[config.mk]
export PLATFORM = sky130hd
export DESIGN_NAME = wb_shared_bus_flat
export DESIGN_NICKNAME = d
export VERILOG_FILES = /design/src/rtl/wb_shared_bus_if.sv /design/src/rtl/wb_shared_bus.sv /design/src/flat_wrapper.sv
export SDC_FILE = /design/constraint.sdc
export NUM_CORES = 1
export LEC_CHECK = 0
export ABC_AREA = 1
export CAP_MARGIN = 20
export CORE_AREA = 2 2 149 151
export CTS_CLUSTER_DIAMETER = 50
export CTS_CLUSTER_SIZE = 14
export DETAILED_ROUTE_END_ITERATION = 8
export DIE_AREA = 0 0 151 153
export GPL_ROUTABILITY_DRIVEN = 0
export PLACE_DENSITY_LB_ADDON = 0.08
export SLEW_MARGIN = 10
export SYNTH_ARGS = -nofsm -noshare
export SYNTH_HDL_FRONTEND = slang
export SYNTH_SLANG_ARGS = --single-unit
[constraint.sdc]
create_clock -name i_clock -period 3.15 [get_ports i_clock]
set_input_delay 0.7875 -clock i_clock [delete_from_list [all_inputs] [get_ports i_clock]]
set_output_delay 0.7875 -clock i_clock [all_outputs]
set_load 0.05 [all_outputs]
[src/rtl/wb_shared_bus_if.sv]
// Signal bundle for the two-master / NSLV-slave Wishbone B4 classic shared bus.
// The interconnect takes the "bus" modport; masters and slaves use their own views.
interface wb_shared_bus_if #(
    parameter int AW   = 32,
    parameter int DW   = 32,
    parameter int NSLV = 3
);
    logic [1:0]                 m_cyc;
    logic [1:0]                 m_stb;
    logic [1:0]                 m_we;
    logic [1:0][AW-1:0]         m_adr;
    logic [1:0][DW-1:0]         m_dat_w;
    logic [1:0][DW/8-1:0]       m_sel;
    logic [1:0][DW-1:0]         m_dat_r;
    logic [1:0]                 m_ack;
    logic [1:0]                 m_err;

    logic [NSLV-1:0]            s_cyc;
    logic [NSLV-1:0]            s_stb;
    logic                       s_we;
    logic [AW-1:0]              s_adr;
    logic [DW-1:0]              s_dat_w;
    logic [DW/8-1:0]            s_sel;
    logic [NSLV-1:0][DW-1:0]    s_dat_r;
    logic [NSLV-1:0]            s_ack;

    logic [1:0]                 gnt;

    modport master (
        output m_cyc, m_stb, m_we, m_adr, m_dat_w, m_sel,
        input  m_dat_r, m_ack, m_err, gnt
    );

    modport slave (
        input  s_cyc, s_stb, s_we, s_adr, s_dat_w, s_sel,
        output s_dat_r, s_ack
    );

    modport bus (
        input  m_cyc, m_stb, m_we, m_adr, m_dat_w, m_sel, s_dat_r, s_ack,
        output m_dat_r, m_ack, m_err,
        output s_cyc, s_stb, s_we, s_adr, s_dat_w, s_sel, gnt
    );
endinterface

[src/rtl/wb_shared_bus.sv]
// Shared-bus Wishbone B4 classic interconnect: two masters (I/D bus) onto bootRom, RAM and LED.
// Round-robin-by-last arbitration, mask/base decode, unmapped and hung accesses become bus errors.
//
//  state  | meaning
//  -------+---------------------------------------------------------------
//  S_IDLE | no owner; any m_cyc grants next edge, tie goes to master != last
//  S_GNT0 | master 0 (I bus) owns the bus until it drops m_cyc
//  S_GNT1 | master 1 (D bus) owns the bus until it drops m_cyc
module wb_shared_bus #(
    parameter int AW   = 32,
    parameter int DW   = 32,
    parameter int NSLV = 3,
    parameter logic [NSLV-1:0][AW-1:0] SLV_BASE = {32'h8000_0000, 32'h1000_0000, 32'h0000_0000},
    parameter logic [NSLV-1:0][AW-1:0] SLV_MASK = {32'hFFFF_FFF0, 32'hFFFF_0000, 32'hFFFF_F000},
    parameter int TIMEOUT = 255
) (
    input  logic            i_clock,
    input  logic            i_reset_n,
    wb_shared_bus_if.bus    io_bus
);
    localparam int          IW     = (NSLV > 1) ? $clog2(NSLV) : 1;
    localparam logic [7:0]  LP_TO  = 8'(TIMEOUT);

    typedef enum logic [1:0] {
        S_IDLE = 2'd0,
        S_GNT0 = 2'd1,
        S_GNT1 = 2'd2
    } state_t;

    state_t         r_state;
    logic           r_last;
    logic [1:0]     r_gnt;
    logic [7:0]     r_cnt;
    logic           r_err_q;

    logic           w_granted;
    logic           w_own;
    logic [AW-1:0]  w_adr;
    logic [IW-1:0]  w_hit;
    logic           w_any_hit;
    logic           w_cyc;
    logic           w_stb;
    logic           w_sack;
    logic           w_ack;
    logic           w_stall;

    always_comb begin
        w_granted = (r_state == S_GNT0) || (r_state == S_GNT1);
        w_own     = (r_state == S_GNT1);
        w_adr     = io_bus.m_adr[w_own];
        w_cyc     = w_granted & io_bus.m_cyc[w_own];
        w_stb     = w_cyc & io_bus.m_stb[w_own];
    end

    // Scan from the top so the lowest-indexed overlapping window is the one that sticks.
    always_comb begin
        w_hit     = '0;
        w_any_hit = 1'b0;
        for (int i = NSLV - 1; i >= 0; i--) begin
            if ((w_adr & SLV_MASK[i]) == SLV_BASE[i]) begin
                w_hit     = i[IW-1:0];
                w_any_hit = 1'b1;
            end
        end
    end

    always_comb begin
        w_sack  = w_any_hit & io_bus.s_ack[w_hit];
        w_ack   = w_stb & w_sack & ~r_err_q;
        w_stall = w_stb & w_any_hit & ~w_sack & ~r_err_q;
    end

    always_comb begin
        io_bus.s_cyc   = '0;
        io_bus.s_stb   = '0;
        io_bus.s_we    = 1'b0;
        io_bus.s_adr   = '0;
        io_bus.s_dat_w = '0;
        io_bus.s_sel   = '0;
        io_bus.m_ack   = '0;
        io_bus.m_err   = '0;
        io_bus.m_dat_r = '0;
        if (w_granted) begin
            io_bus.s_we    = io_bus.m_we[w_own];
            io_bus.s_adr   = w_adr;
            io_bus.s_dat_w = io_bus.m_dat_w[w_own];
            io_bus.s_sel   = io_bus.m_sel[w_own];
            if (w_any_hit) begin
                io_bus.s_cyc[w_hit] = w_cyc;
                io_bus.s_stb[w_hit] = w_stb & ~r_err_q;
            end
            io_bus.m_ack[w_own] = w_ack;
            io_bus.m_err[w_own] = r_err_q;
            if (w_ack) begin
                io_bus.m_dat_r[w_own] = io_bus.s_dat_r[w_hit];
            end
        end
    end

    assign io_bus.gnt = r_gnt;

    always_ff @(posedge i_clock or negedge i_reset_n) begin
        if (!i_reset_n) begin
            r_state <= S_IDLE;
            r_last  <= 1'b1;
            r_gnt   <= 2'b00;
            r_cnt   <= '0;
            r_err_q <= 1'b0;
        end else begin
            r_err_q <= 1'b0;
            case (r_state)
                S_IDLE: begin
                    r_cnt <= '0;
                    if (io_bus.m_cyc[0] && (!io_bus.m_cyc[1] || r_last)) begin
                        r_state <= S_GNT0;
                        r_gnt   <= 2'b01;
                    end else if (io_bus.m_cyc[1]) begin
                        r_state <= S_GNT1;
                        r_gnt   <= 2'b10;
                    end
                end
                S_GNT0, S_GNT1: begin
                    if (!io_bus.m_cyc[w_own]) begin
                        r_state <= S_IDLE;
                        r_gnt   <= 2'b00;
                        r_last  <= w_own;
                        r_cnt   <= '0;
                    end else if (w_stb && !w_any_hit && !r_err_q) begin
                        r_err_q <= 1'b1;
                        r_cnt   <= '0;
                    end else if (w_stall) begin
                        if (r_cnt == LP_TO) begin
                            r_err_q <= 1'b1;
                            r_cnt   <= '0;
                        end else begin
                            r_cnt <= r_cnt + 8'd1;
                        end
                    end else begin
                        r_cnt <= '0;
                    end
                end
                default: begin
                    r_state <= S_IDLE;
                    r_gnt   <= 2'b00;
                    r_cnt   <= '0;
                end
            endcase
        end
    end
endmodule

[src/flat_wrapper.sv]
// flat-port wrapper written by rule: the top's interface ports become plain ports
module wb_shared_bus_flat 
#(
    parameter int AW   = 32,
    parameter int DW   = 32,
    parameter int NSLV = 3,
    parameter logic [NSLV-1:0][AW-1:0] SLV_BASE = {32'h8000_0000, 32'h1000_0000, 32'h0000_0000},
    parameter logic [NSLV-1:0][AW-1:0] SLV_MASK = {32'hFFFF_FFF0, 32'hFFFF_0000, 32'hFFFF_F000},
    parameter int TIMEOUT = 255
)
  (i_clock, i_reset_n, io_bus_m_cyc, io_bus_m_stb, io_bus_m_we, io_bus_m_adr, io_bus_m_dat_w, io_bus_m_sel, io_bus_s_dat_r, io_bus_s_ack, io_bus_m_dat_r, io_bus_m_ack, io_bus_m_err, io_bus_s_cyc, io_bus_s_stb, io_bus_s_we, io_bus_s_adr, io_bus_s_dat_w, io_bus_s_sel, io_bus_gnt);
  wb_shared_bus_if #(.AW(AW), .DW(DW), .NSLV(NSLV)) io_bus_i ();
  input  logic i_clock;
  input  logic i_reset_n;
  input wire logic [$bits(io_bus_i.m_cyc)-1:0] io_bus_m_cyc;
  input wire logic [$bits(io_bus_i.m_stb)-1:0] io_bus_m_stb;
  input wire logic [$bits(io_bus_i.m_we)-1:0] io_bus_m_we;
  input wire logic [$bits(io_bus_i.m_adr)-1:0] io_bus_m_adr;
  input wire logic [$bits(io_bus_i.m_dat_w)-1:0] io_bus_m_dat_w;
  input wire logic [$bits(io_bus_i.m_sel)-1:0] io_bus_m_sel;
  input wire logic [$bits(io_bus_i.s_dat_r)-1:0] io_bus_s_dat_r;
  input wire logic [$bits(io_bus_i.s_ack)-1:0] io_bus_s_ack;
  output wire logic [$bits(io_bus_i.m_dat_r)-1:0] io_bus_m_dat_r;
  output wire logic [$bits(io_bus_i.m_ack)-1:0] io_bus_m_ack;
  output wire logic [$bits(io_bus_i.m_err)-1:0] io_bus_m_err;
  output wire logic [$bits(io_bus_i.s_cyc)-1:0] io_bus_s_cyc;
  output wire logic [$bits(io_bus_i.s_stb)-1:0] io_bus_s_stb;
  output wire logic [$bits(io_bus_i.s_we)-1:0] io_bus_s_we;
  output wire logic [$bits(io_bus_i.s_adr)-1:0] io_bus_s_adr;
  output wire logic [$bits(io_bus_i.s_dat_w)-1:0] io_bus_s_dat_w;
  output wire logic [$bits(io_bus_i.s_sel)-1:0] io_bus_s_sel;
  output wire logic [$bits(io_bus_i.gnt)-1:0] io_bus_gnt;
  assign io_bus_i.m_cyc = io_bus_m_cyc;
  assign io_bus_i.m_stb = io_bus_m_stb;
  assign io_bus_i.m_we = io_bus_m_we;
  assign io_bus_i.m_adr = io_bus_m_adr;
  assign io_bus_i.m_dat_w = io_bus_m_dat_w;
  assign io_bus_i.m_sel = io_bus_m_sel;
  assign io_bus_i.s_dat_r = io_bus_s_dat_r;
  assign io_bus_i.s_ack = io_bus_s_ack;
  assign io_bus_m_dat_r = io_bus_i.m_dat_r;
  assign io_bus_m_ack = io_bus_i.m_ack;
  assign io_bus_m_err = io_bus_i.m_err;
  assign io_bus_s_cyc = io_bus_i.s_cyc;
  assign io_bus_s_stb = io_bus_i.s_stb;
  assign io_bus_s_we = io_bus_i.s_we;
  assign io_bus_s_adr = io_bus_i.s_adr;
  assign io_bus_s_dat_w = io_bus_i.s_dat_w;
  assign io_bus_s_sel = io_bus_i.s_sel;
  assign io_bus_gnt = io_bus_i.gnt;
  wb_shared_bus #(.AW(AW), .DW(DW), .NSLV(NSLV), .SLV_BASE(SLV_BASE), .SLV_MASK(SLV_MASK), .TIMEOUT(TIMEOUT)) u_core (.i_clock(i_clock), .i_reset_n(i_reset_n), .io_bus(io_bus_i));
endmodule
Word level (Yosys, flattened, before mapping)
Index checks and enable logic that the tools add are counted.

operators by class
  $add $sub $neg = 1
  $lt $le $gt $ge = 4
  equal/unequal tests = 7
  mux-type cells = 54
  bitwise logic cells = 17
  reduce and logical (&&, ||, !) cells = 15

operators by type and width
  kind                                                        number
  2-to-1 mux 32 bit                                           8
  2-to-1 mux 64 bit                                           2
  bitwise AND 64 bit                                          1
  binary-select mux 32 bit (select 2 bit)                     1
  2-to-1 mux 8 bit                                            5
  demux 32 bit (select 1 bit)                                 1
  zero test 32 bit                                            1
  equality test 28 bit, second input constant                 1
  2-to-1 mux 1 bit                                            18
  equality test 16 x 13 -> 1 bit, second input constant       1
  2-to-1 mux 2 bit                                            8
  2-to-1 mux 3 bit                                            4
  2-to-1 mux 4 bit                                            3
  bitwise AND 1 bit                                           9
  adder 8 x 1 -> 8 bit, second input constant                 1
  equality test 8 bit, second input constant                  1
  bitwise AND 3 bit                                           2
  logical AND 1 bit                                           5
  bitwise AND 2 bit                                           2
  case mux 2 bit (2 select lines)                             1
  AND reduction 2 bit                                         2
  zero test 1 bit                                             3
  less-than comparator 2 x 3 -> 1 bit, second input constant  1
  inequality test 3 x 2 -> 1 bit, second input constant       1
  13 further kinds                                            16

word-level totals
  register bits after elaboration = 12
  input port bits = 243
  output and inout port bits = 145
  logic and storage cells = 102

Depth between registers and ports, before layout
Gate-level depths: netlist of the first run.

  word-level depth = 17
  gate-level depth with buffers = 18
  mapped depth without buffers = 16

Worst setup path before layout of the first run
No wires, ideal clock.

  path type = flip-flop to output port
  from = reg u_core.r_state[0]
  to = out io_bus_m_dat_r[10]
  data arrival time = 3029 ps
  data required time = 2362 ps
  setup slack = -666 ps
  cell stages (with the launch flop) = 17
  path buffers = 3
  cell sequence = dfrtp_1 > inv_1 > ha_1 > buf_4 > buf_6 > nand2_1 > nand2_1 > nor2_1 > nand2_1 > nor2_2 > nand2_2 > nor2_2 > nor2_1 > nor2_8 > nand3_4 > buf_6 > nor2_1

between the ends
  longest elaborated chain between the ends = 14
  elaborated cells on any way between the ends = 35

ends and longest elaborated chain
  what                                                  line                  source
  from (decl)                                           wb_shared_bus.sv:30   state_t r_state;
  from (signal assigned)                                wb_shared_bus.sv:104  r_state <= S_IDLE;
  from (signal assigned)                                wb_shared_bus.sv:115  r_state <= S_GNT0;
  from (signal assigned)                                wb_shared_bus.sv:118  r_state <= S_GNT1;
  equality test 2 bit *                                 wb_shared_bus.sv:49   w_own = (r_state == S_GNT1);
  named net u_core.w_own                                wb_shared_bus.sv:37   logic w_own;
  2-to-1 mux 32 bit (implied by the code) (2 in a row)  wb_shared_bus.sv:50   w_adr = io_bus.m_adr[w_own];
  equality test 28 bit                                  wb_shared_bus.sv:60   if ((w_adr & SLV_MASK[i]) == SLV_BASE[i]) begin
  2-to-1 mux 2 bit (3 in a row)                         wb_shared_bus.sv:60
  binary-select mux 1 bit (select 2 bit)                wb_shared_bus.sv:68   w_sack = w_any_hit & io_bus.s_ack[w_hit];
  2-to-1 mux 1 bit (implied by the code)                wb_shared_bus.sv:68
  bitwise AND 1 bit                                     wb_shared_bus.sv:68
  bitwise AND 1 bit (2 in a row)                        wb_shared_bus.sv:69   w_ack = w_stb & w_sack & ~r_err_q;
  2-to-1 mux 64 bit                                     wb_shared_bus.sv:94   if (w_ack) begin
  2-to-1 mux 64 bit *                                   wb_shared_bus.sv:83   if (w_granted) begin
  to (decl)                                             flat_wrapper.sv:23    output wire logic [$bits(io_bus_i.m_dat_r)-1:0] io_bus_m_dat_r;

The timed path passes the listed nets; every way through them passes the cells marked *. The select of a mux whose other input is x is not followed.

Worst setup path in the final report of the first run
  from = in io_bus_m_adr[15]
  to = out io_bus_m_dat_r[16]

between the ends
  longest elaborated chain between the ends = 13
  elaborated cells on any way between the ends = 20

ends and longest elaborated chain
  what                                                    line                 source
  from (decl)                                             flat_wrapper.sv:18   input wire logic [$bits(io_bus_i.m_adr)-1:0] io_bus_m_adr;
  2-to-1 mux 32 bit (implied by the code) * (2 in a row)  wb_shared_bus.sv:50
  equality test 28 bit                                    wb_shared_bus.sv:60
  2-to-1 mux 2 bit (3 in a row)                           wb_shared_bus.sv:60
  binary-select mux 1 bit (select 2 bit)                  wb_shared_bus.sv:68
  2-to-1 mux 1 bit (implied by the code)                  wb_shared_bus.sv:68
  bitwise AND 1 bit                                       wb_shared_bus.sv:68
  bitwise AND 1 bit (2 in a row)                          wb_shared_bus.sv:69
  2-to-1 mux 64 bit *                                     wb_shared_bus.sv:94
  2-to-1 mux 64 bit *                                     wb_shared_bus.sv:83

Mark *: on every way between the ends. The rest lies on a longest branch, timed or not. The select of a mux whose other input is x is not followed.

==> summary.md, run 1 <==
| Metric | Value |
|---|---|
| Overall die height | `153 um` |
| DRC Markers | `0` |
| R2R setup slack | `approximately 0.4 ns` |
| Syn Area/Cell | `about 4.8 um2` |
| Share of post-route cells with drive strength above 1 | `37.6%` |
| Hold Path End | `u_core.r_last` |
| Worst Hold Depth | `2` |
| Crit Path Max Fanout | `8` |
| Tcrit/Tclk final | `117%` |
| WS Path Type | `input pin to output pin` |
| P_leak | `4.29 nW` |
| Worst hold path type | `flip-flop to flip-flop` |
| Warnings, synthesis | `0` |
| Vias in the first global route | `5859` |
| Status | `finished, violations left` |
| Initial core utilization | `approximately 15%` |
| TritonRoute pass-1 iters | `4` |
| Final Cell Area | `around 10000 um2` |
| Dpl cell area | `8580 um2` |
| Vias | `5822` |
| # H-tree levels | `1` |
| Failing checks | `setup timing` |
| Synth Cell Area | `3180 um2` |
| First-pass GRT wire length | `32700 um` |
| Worst endpoint required time | `between 2 and 2.5 ns` |
| Syn_nets | `903` |
| Final hold viol count | `0` |
| Fmax achieved | `271 MHz` |
| Cts bufs inserted | `3` |
| Clock Pin Slew Worst Setup and Hold Paths | `0.04 ns` |
| Initial antenna violation count | `1` |
| Clock skew | `between 0.004 and 0.005 ns` |
| Final ANT Viol Nets | `0` |
| Synth unique cells | `27` |
| Die Span X | `151 um` |
| DP HPWL | `between 15000 and 20000 um` |
| Layout Cells excl Fill | `1384` |
| CP Launch Type | `input pin` |
| CTS tree | `done` |
| Max cap viols | `0` |
| FF/Latch Area | `304 um2` |
| Max_slew headroom | `around three fifths` |
| RR Endpoint | `u_core.r_cnt[0]` |
| Slew Viols, Final | `0` |
| Synth Instances | `between 600 and 700` |
| Post-Place Cells | `1346` |
| #FFs+latches synth | `12` |
| Fillers | `around 2200` |
| DR WL/cell | `16.6 um` |
| Largest net degree at the start of global routing | `48` |
| Synth top area share | `28.6%` |
| DIE AREA | `about 23000 um2` |
| Cell Pwr Density | `around 900 nW/um2` |
| FFs w/ async S/R, synth | `100%` |
| Unrepaired setup endpoints after global routing | `true` |
| Reg2reg start | `u_core.r_state[0]` |
| Hold path startpoint | `u_core.r_last` |
| CTS Buffer Depth | `2` |
| Final core occ | `a little under half` |
| Critical Path AT | `2.90 ns` |
| Worst Setup End Kind | `output pin` |
| Area Overhead vs Synth | `214%` |
| Most common cell in the synthesized netlist | `nor2_1` |
| Actual slew at the worst max-slew pin | `0.594 ns` |
| Vias per cell | `4.21` |
| Synth top cells by count | `242 x nor2_1, 107 x nand2_1, 63 x o21ai_0` |
| Yosys top cell by area | `nor2_1` |
| Worst vdd ir | `0.000728 V` |
| CTS sink count | `12` |
| Row count | `54` |
| Number of flops mapped to enable cells by yosys | `0` |
| Endpoints failing setup | `70` |
| Final Power | `slightly below 9 mW` |
| Most used flip-flop cell after synthesis | `dfrtp_1` |
| All-Layer GR Usage | `18.1%` |
| R2R depth | `20` |
| Core footprint | `~21000 um2` |
| Footprint of the multi-input gates | `3180 um2` |
| IO Pins | `388` |
| IO buf count | `around 390` |
| Root Driver | `clkbuf_16` |
| Total Routed Length | `roughly 23000 um` |
| Nets | `1350` |
| Latest clock arrival within the worst-skew pair | `0.25 ns` |
| PnR worst setup slack | `-0.539 ns` |
| Drt initial violations | `174` |
| Hold-fix buffers, CTS | `0` |
| Post-synthesis sequential area ratio | `about a tenth` |
| Minimum clock period | `3.69 ns` |
| Synth area leaders | `nor2_1 29%, nand2_1 13%, o21ai_0 9.9%, o21ai_1 9.1%, dfrtp_1 8.7%` |
| Grt total ovfl | `0` |
| Setup TNS | `-33.42 ns` |
[registers in the layout, indices dropped and copies added, names as in the netlist]
| name | count |
|---|---|
| u_core.r_err_q | 1 |
| u_core.r_last | 1 |
| u_core.r_cnt | 8 |
| u_core.r_state | 2 |
[timing repair]
item                                    CTS  global route
hold endpoints to repair                  0             0
gates resized for setup                 137           126
gates cloned                              3             7
setup buffers                            19            11
pin swaps                                28            31
endpoints found under the setup margin   71            73
[placed cells by master, fill, tap and decap left out, types with 23 or more instances in the layout]
cell type        count
clkdlybuf4s50_1    229
nor2_1             161
buf_12              89
nand2_1             74
buf_4               67
buf_6               61
nor2_4              56
o21ai_0             50
o21ai_1             48
inv_1               41
a21oi_1             40
nor2_2              30
nand2_2             27
o21ai_2             23
[final cells by class]
type                            count  area share [%]
Multi-Input combinational cell    551            31.8
Timing Repair Buffer              486            58.7
Clock buffer                        4           0.790
Tap cell                          280            3.51
Sequential cell                    12            3.05
Inverter                           49            1.99
Timing Repair inverter              1          0.0878
Antenna cell                        1          0.0251
[critical path, stage by stage]
cell and delay (ns):
clkdlybuf4s50_1 0.45, nand2_4 0.09, nand2_2 0.05, nor2_2 0.10, nand2_1 0.10, nor2_4 0.14, nand2_2 0.07, buf_6 0.12
nor2_4 0.13, nor2_4 0.06, nor2_8 0.12, nand3_4 0.09, buf_12 0.15, clkbuf_16 0.18, nor2_2 0.10, buf_6 0.16
[through the flow]
stage | setup WS [ns] | hold WS [ns]
4_1_cts | -0.563 | 0.493
3_3_place_gp | -0.676 | 0.481
6_report | -0.539 | 0.488
2_1_floorplan | -0.271 | 0.466
3_5_place_dp | -0.660 | 0.487
5_1_grt | -0.680 | 0.521
[where the power goes]
| group | switching, mW | leakage, nW | internal (mW) |
|---|---|---|---|
| combinational | 4.75 | 4.09 | 3.67 |
| clock | 0.0755 | 0.0382 | 0.171 |
| sequential | 0.0155 | 0.159 | 0.184 |
[worst max-delay path by stage]
| stage | start | to | slack, ns |
|---|---|---|---|
| CTS | u_core.r_state[0] | io_bus_m_dat_r[9] | -0.56 |
| global route | u_core.r_state[0] | io_bus_m_dat_r[48] | -0.68 |
| floorplan | u_core.r_state[0] | io_bus_m_dat_r[10] | -0.27 |
| detailed placement | io_bus_m_adr[31] | io_bus_m_dat_r[3] | -0.66 |
| finish | io_bus_m_adr[15] | io_bus_m_dat_r[16] | -0.54 |
| global placement | io_bus_m_adr[31] | io_bus_m_dat_r[3] | -0.68 |
[metal layers]
metal	global-route usage [%]	vias up	routed length [um]	share of wire, %
li1	-	2981	-	-
met1	18.5	2611	8230	36
met2	35.4	207	12400	54
met3	5.88	23	2000	8.7
met4	3.38	0	368	1.6
met5	0	-	0	0
[cells by family (layout without fill, tap and decap cells)]
| logic type | count (synthesis) | after routing | synth area share [%] |
|---|---|---|---|
| fa+ha+maj | 3 | 3 | 1.18 |
| xor+xnor | 1 | 1 | 0.276 |
| buf+inv | 94 | 540 | 14.2 |
| simple gates | 383 | 383 | 48.9 |
| compound gates | 164 | 164 | 26.0 |
| flops | 12 | 12 | 9.48 |
| other cells | 0 | 1 | 0 |
Note: power is estimated with default switching activity, not from simulation.
==> run 2: changes to the inputs <==
Settings changed: SLEW_MARGIN 10 to 20.
==> results of run 2 <==
The final DEF is identical to that of run 1; final timing and power are the same.
==> run 3: changes to the inputs <==
Settings changed: ABC_AREA 1 to unset, CORE_AREA 2 2 149 151 to 2 2 150 152, DIE_AREA 0 0 151 153 to 0 0 152 154, HOLD_SLACK_MARGIN set to 0.08.
==> run 3 against run 2 <==
  * The flow still finishes with violations (setup timing)
  * Area after synthesis grew 1.5%
  * Sequential cell count is the same
  * Power shrank 25%
  * Final cell count shrank 17%
  * Sequential share of layout area shrank 0.15 points
  * Routed wire length shrank 6.7%
  * Core utilization grew 1.9 points
  * Via count shrank 15%
  * Critical path depth shrank 5
==> summary.md, run 3 <==
| Metric | Value |
|---|---|
| PnR worst setup slack | `-0.724 ns (was -0.539 ns)` |
| Worst Setup End Kind | `output pin (unchanged)` |
| Crit Path Max Fanout | `8 (unchanged)` |
| Largest net degree at the start of global routing | `48 (unchanged)` |
| Endpoints failing setup | `72 (was 70)` |
| FFs w/ async S/R, synth | `100% (unchanged)` |
| Post-synthesis sequential area ratio | `9.34% (was 9.48%)` |
| Synth top area share | `31.6% (was 28.6%)` |
| # H-tree levels | `1 (unchanged)` |
| Overall die height | `154 um (was 153 um)` |
| Final ANT Viol Nets | `0 (unchanged)` |
| Synth Instances | `423 (was 657)` |
| Reg2reg start | `u_core.r_state[1] (was u_core.r_state[0])` |
| Synth area leaders | `mux2i_1 32%, nor2b_1 13%, mux2_2 12%, nor2_1 9.8%, dfrtp_1 8.5% (was nor2_1 29%, nand2_1 13%, o21ai_0 9.9%, o21ai_1 9.1%, dfrtp_1 8.7%)` |
| Met3 wire length | `1550 um (was 2000 um)` |
| Worst vdd ir | `0.000526 V (was 0.000728 V)` |
| Worst endpoint required time | `2.36 ns (about the same)` |
| Syn_nets | `669 (was 903)` |
| Synth Cell Area | `3230 um2 (was 3180 um2)` |
| Hold Path End | `u_core.r_cnt[0] (was u_core.r_last)` |
| Nets | `1113 (was 1350)` |
| Max reg flops | `8 (unchanged)` |
| Failing checks | `setup timing (unchanged)` |
| CTS Buffer Depth | `2 (unchanged)` |
| Uppermost layer routed | `met4 (unchanged)` |
| Vias | `4953 (was 5822)` |
| Setup TNS | `-43.52 ns (was -33.42 ns)` |
| Tcrit/Tclk final | `123% (was 117%)` |
| Post-Place Cells | `1110 (was 1346)` |
| Final Cell Area | `10500 um2 (was 9980 um2)` |
| Synth top cells by count | `102 x mux2i_1, 84 x nor2_1, 69 x nor2b_1 (was 242 x nor2_1, 107 x nand2_1, 63 x o21ai_0)` |
| Warnings, synthesis | `0 (unchanged)` |
| Pre-CTS setup slack | `-1.18 ns (was -0.660 ns)` |
| DR WL/cell | `18.7 um (was 16.6 um)` |
| Row count | `54 (unchanged)` |
| Hold slack | `0.521 ns (was 0.488 ns)` |
| CP Launch Type | `input pin (unchanged)` |
| Reg with most FFs | `u_core.r_cnt (unchanged)` |
| Regs by FF count | `u_core.r_cnt x8, u_core.r_state x2 (unchanged)` |
| Initial antenna violation count | `3 (was 1)` |
| Area Overhead vs Synth | `225% (was 214%)` |
| Worst path cell trace | `buf_2, nor4_4, nand3_2, a2111oi_4, buf_6, mux2_4, o211ai_4, buf_6, buf_12, clkinvlp_4, buf_6 (was clkdlybuf4s50_1, nand2_4, nand2_2, nor2_2, nand2_1, nor2_4, nand2_2, buf_6, nor2_4, nor2_4, nor2_8, nand3_4, buf_12, clkbuf_16, nor2_2, buf_6)` |
| Yosys top cell by area | `mux2i_1 (was nor2_1)` |
| Root Driver | `clkbuf_16 (unchanged)` |
| Fmax achieved | `258 MHz (was 271 MHz)` |
| DIE AREA | `23400 um2 (was 23100 um2)` |
| Hold path startpoint | `u_core.r_cnt[0] (was u_core.r_last)` |
| Total Routed Length | `21500 um (was 23000 um)` |
| Core footprint | `21700 um2 (was 21500 um2)` |
| R2R setup slack | `0.28 ns (was 0.39 ns)` |
| IO Pins | `388 (unchanged)` |
| Cts bufs inserted | `3 (unchanged)` |
| Unrepaired setup endpoints after global routing | `true (unchanged)` |
| Slowest cell on crit path | `a2111oi_4 (was clkdlybuf4s50_1)` |
| R2R depth | `11 (was 20)` |
| Hold-fix buffers, CTS | `0 (unchanged)` |
| DRC Markers | `0 (unchanged)` |
| Vias per cell | `4.31 (was 4.21)` |
| Vias in the first global route | `5764 (was 5859)` |
| Latest clock arrival within the worst-skew pair | `0.24 ns (was 0.25 ns)` |
| Grt total ovfl | `0 (unchanged)` |
| Final hold viol count | `0 (unchanged)` |
| Number of flops mapped to enable cells by yosys | `0 (unchanged)` |
| WS Path Type | `input pin to output pin (unchanged)` |
| Syn Area/Cell | `7.63 um2 (was 4.84 um2)` |
| IO buf count | `387 (unchanged)` |
| Minimum clock period | `3.87 ns (was 3.69 ns)` |
| CTS tree | `done (unchanged)` |
| Share of post-route cells with drive strength above 1 | `55.5% (was 37.6%)` |
| Slew Viols, Final | `0 (unchanged)` |
| #FFs+latches synth | `12 (unchanged)` |
| Worst hold path type | `flip-flop to flip-flop (unchanged)` |
| All-Layer GR Usage | `17.7% (was 18.1%)` |
| Met2 Routed Length | `12300 um (was 12400 um)` |
| RR Endpoint | `u_core.r_cnt[0] (unchanged)` |
| Most common cell in the synthesized netlist | `mux2i_1 (was nor2_1)` |
| CTS sink count | `12 (unchanged)` |
| Die Span X | `152 um (was 151 um)` |
| Clock skew | `0.00336 ns (was 0.00417 ns)` |
| M1 WL | `7050 um (was 8230 um)` |
| P_leak | `4.03 nW (was 4.29 nW)` |
| Most used flip-flop cell after synthesis | `dfrtp_1 (unchanged)` |
| Clock Pin Slew Worst Setup and Hold Paths | `0.04 ns (about the same)` |
| Drt initial violations | `151 (was 174)` |
| Highest-count cells in the layout ignoring fill and taps | `195 x clkdlybuf4s50_1, 88 x buf_12, 73 x mux2i_1, 69 x nor2_4, 58 x nor2b_2 (was 229 x clkdlybuf4s50_1, 161 x nor2_1, 89 x buf_12, 74 x nand2_1, 67 x buf_4)` |
| Cell Pwr Density | `637 nW/um2 (was 889 nW/um2)` |
| CP peak stage delay | `0.40 ns (was 0.45 ns)` |
| Initial core utilization | `14.9% (was 14.8%)` |
| Worst Hold Depth | `1 (was 2)` |
| Actual slew at the worst max-slew pin | `0.592 ns (was 0.594 ns)` |
| Most common cell after layout, fill and taps aside | `clkdlybuf4s50_1 (unchanged)` |
| DP HPWL | `16500 um (was 17700 um)` |
| Critical Path AT | `3.09 ns (was 2.90 ns)` |
| Synth unique cells | `42 (was 27)` |
| Layout Cells excl Fill | `1149 (was 1384)` |
| Most common cell on crit path | `buf_6 (was nor2_4)` |
| Status | `finished, violations left (unchanged)` |
| Max_slew headroom | `60.4% (was 60.3%)` |
| Dpl cell area | `9030 um2 (was 8580 um2)` |
| Max cap viols | `0 (unchanged)` |
| First-pass GRT wire length | `32700 um (unchanged)` |
| TritonRoute pass-1 iters | `4 (unchanged)` |
-- run 3: report_power, final --
part | internal [mW] | total, mW | leakage (nW) | switching [mW]
Clock | 0.191 | 0.256 | 0.0442 | 0.0643
Sequential | 0.183 | 0.208 | 0.159 | 0.0247
Combinational | 3.01 | 6.22 | 3.83 | 3.21
Total | 3.38 | 6.68 | 4.03 | 3.30
-- run 3: final cells by class --
type                    instances  area, um2
diodes                          3       7.51
clock buffers                   4       88.8
fillers                      1942      11200
inverters                       7       33.8
multi-input cells             375       4030
flip-flops and latches         12        304
well taps                     280        350
repair buffers                468       5670
-- run 3: routing by layer --
metal,up-vias,global-route usage (%)
met5,-,0
met4,0,3.83
met3,22,4.76
met2,229,37.1
met1,2326,16.8
li1,2376,-
-- run 3: cells by family after synthesis --
family / Yosys count / share of synthesized area (%)
and+or+nand+nor: 202 / 32.1
xor gates and xnor gates: 5 / 1.36
AOI/OAI and AO/OA: 28 / 7.02
muxes: 137 / 44.1
adders and majority gates: 3 / 1.16
DFF: 12 / 9.34
buffers and inverters: 36 / 4.96
-- run 3: per-stage QoR --
stage | power (mW) | utilization (%)
6_report | 6.68 | 48.3
5_1_grt | 6.95 | 48.3
4_1_cts | 6.73 | 48.3
3_5_place_dp | 6.28 | 41.6
3_3_place_gp | 6.25 | 41.6
2_1_floorplan | 3.35 | -
-- run 3: how the worst max path moves through the flow --
stage | startpoint | to | cells past startpoint | slack, ns
after floorplan | io_bus_m_adr[17] | io_bus_m_ack[1] | 7 | -0.49
after global placement | io_bus_m_adr[24] | io_bus_m_dat_r[57] | 9 | -1.16
after detailed placement | io_bus_m_adr[17] | io_bus_m_dat_r[57] | 9 | -1.18
after CTS | io_bus_m_adr[27] | io_bus_m_dat_r[45] | 12 | -0.70
after global routing | u_core.r_state[0] | io_bus_m_ack[1] | 13 | -0.85
final | io_bus_m_adr[50] | io_bus_m_ack[1] | 11 | -0.72
-- run 3: repair_timing --
item                                    CTS  global route
pin swaps                                77            14
gates cloned                             10             0
gates resized for setup                 329            26
endpoints found under the setup margin   95           102
buffers inserted                         24             4
-- run 3: critical path: cells and delay by family --
family                 cells  cell delay, ns
muxes                      1            0.34
buffers and inverters      6            0.87
AOI/OAI and AO/OA          2            0.62
and+or+nand+nor            2            0.45
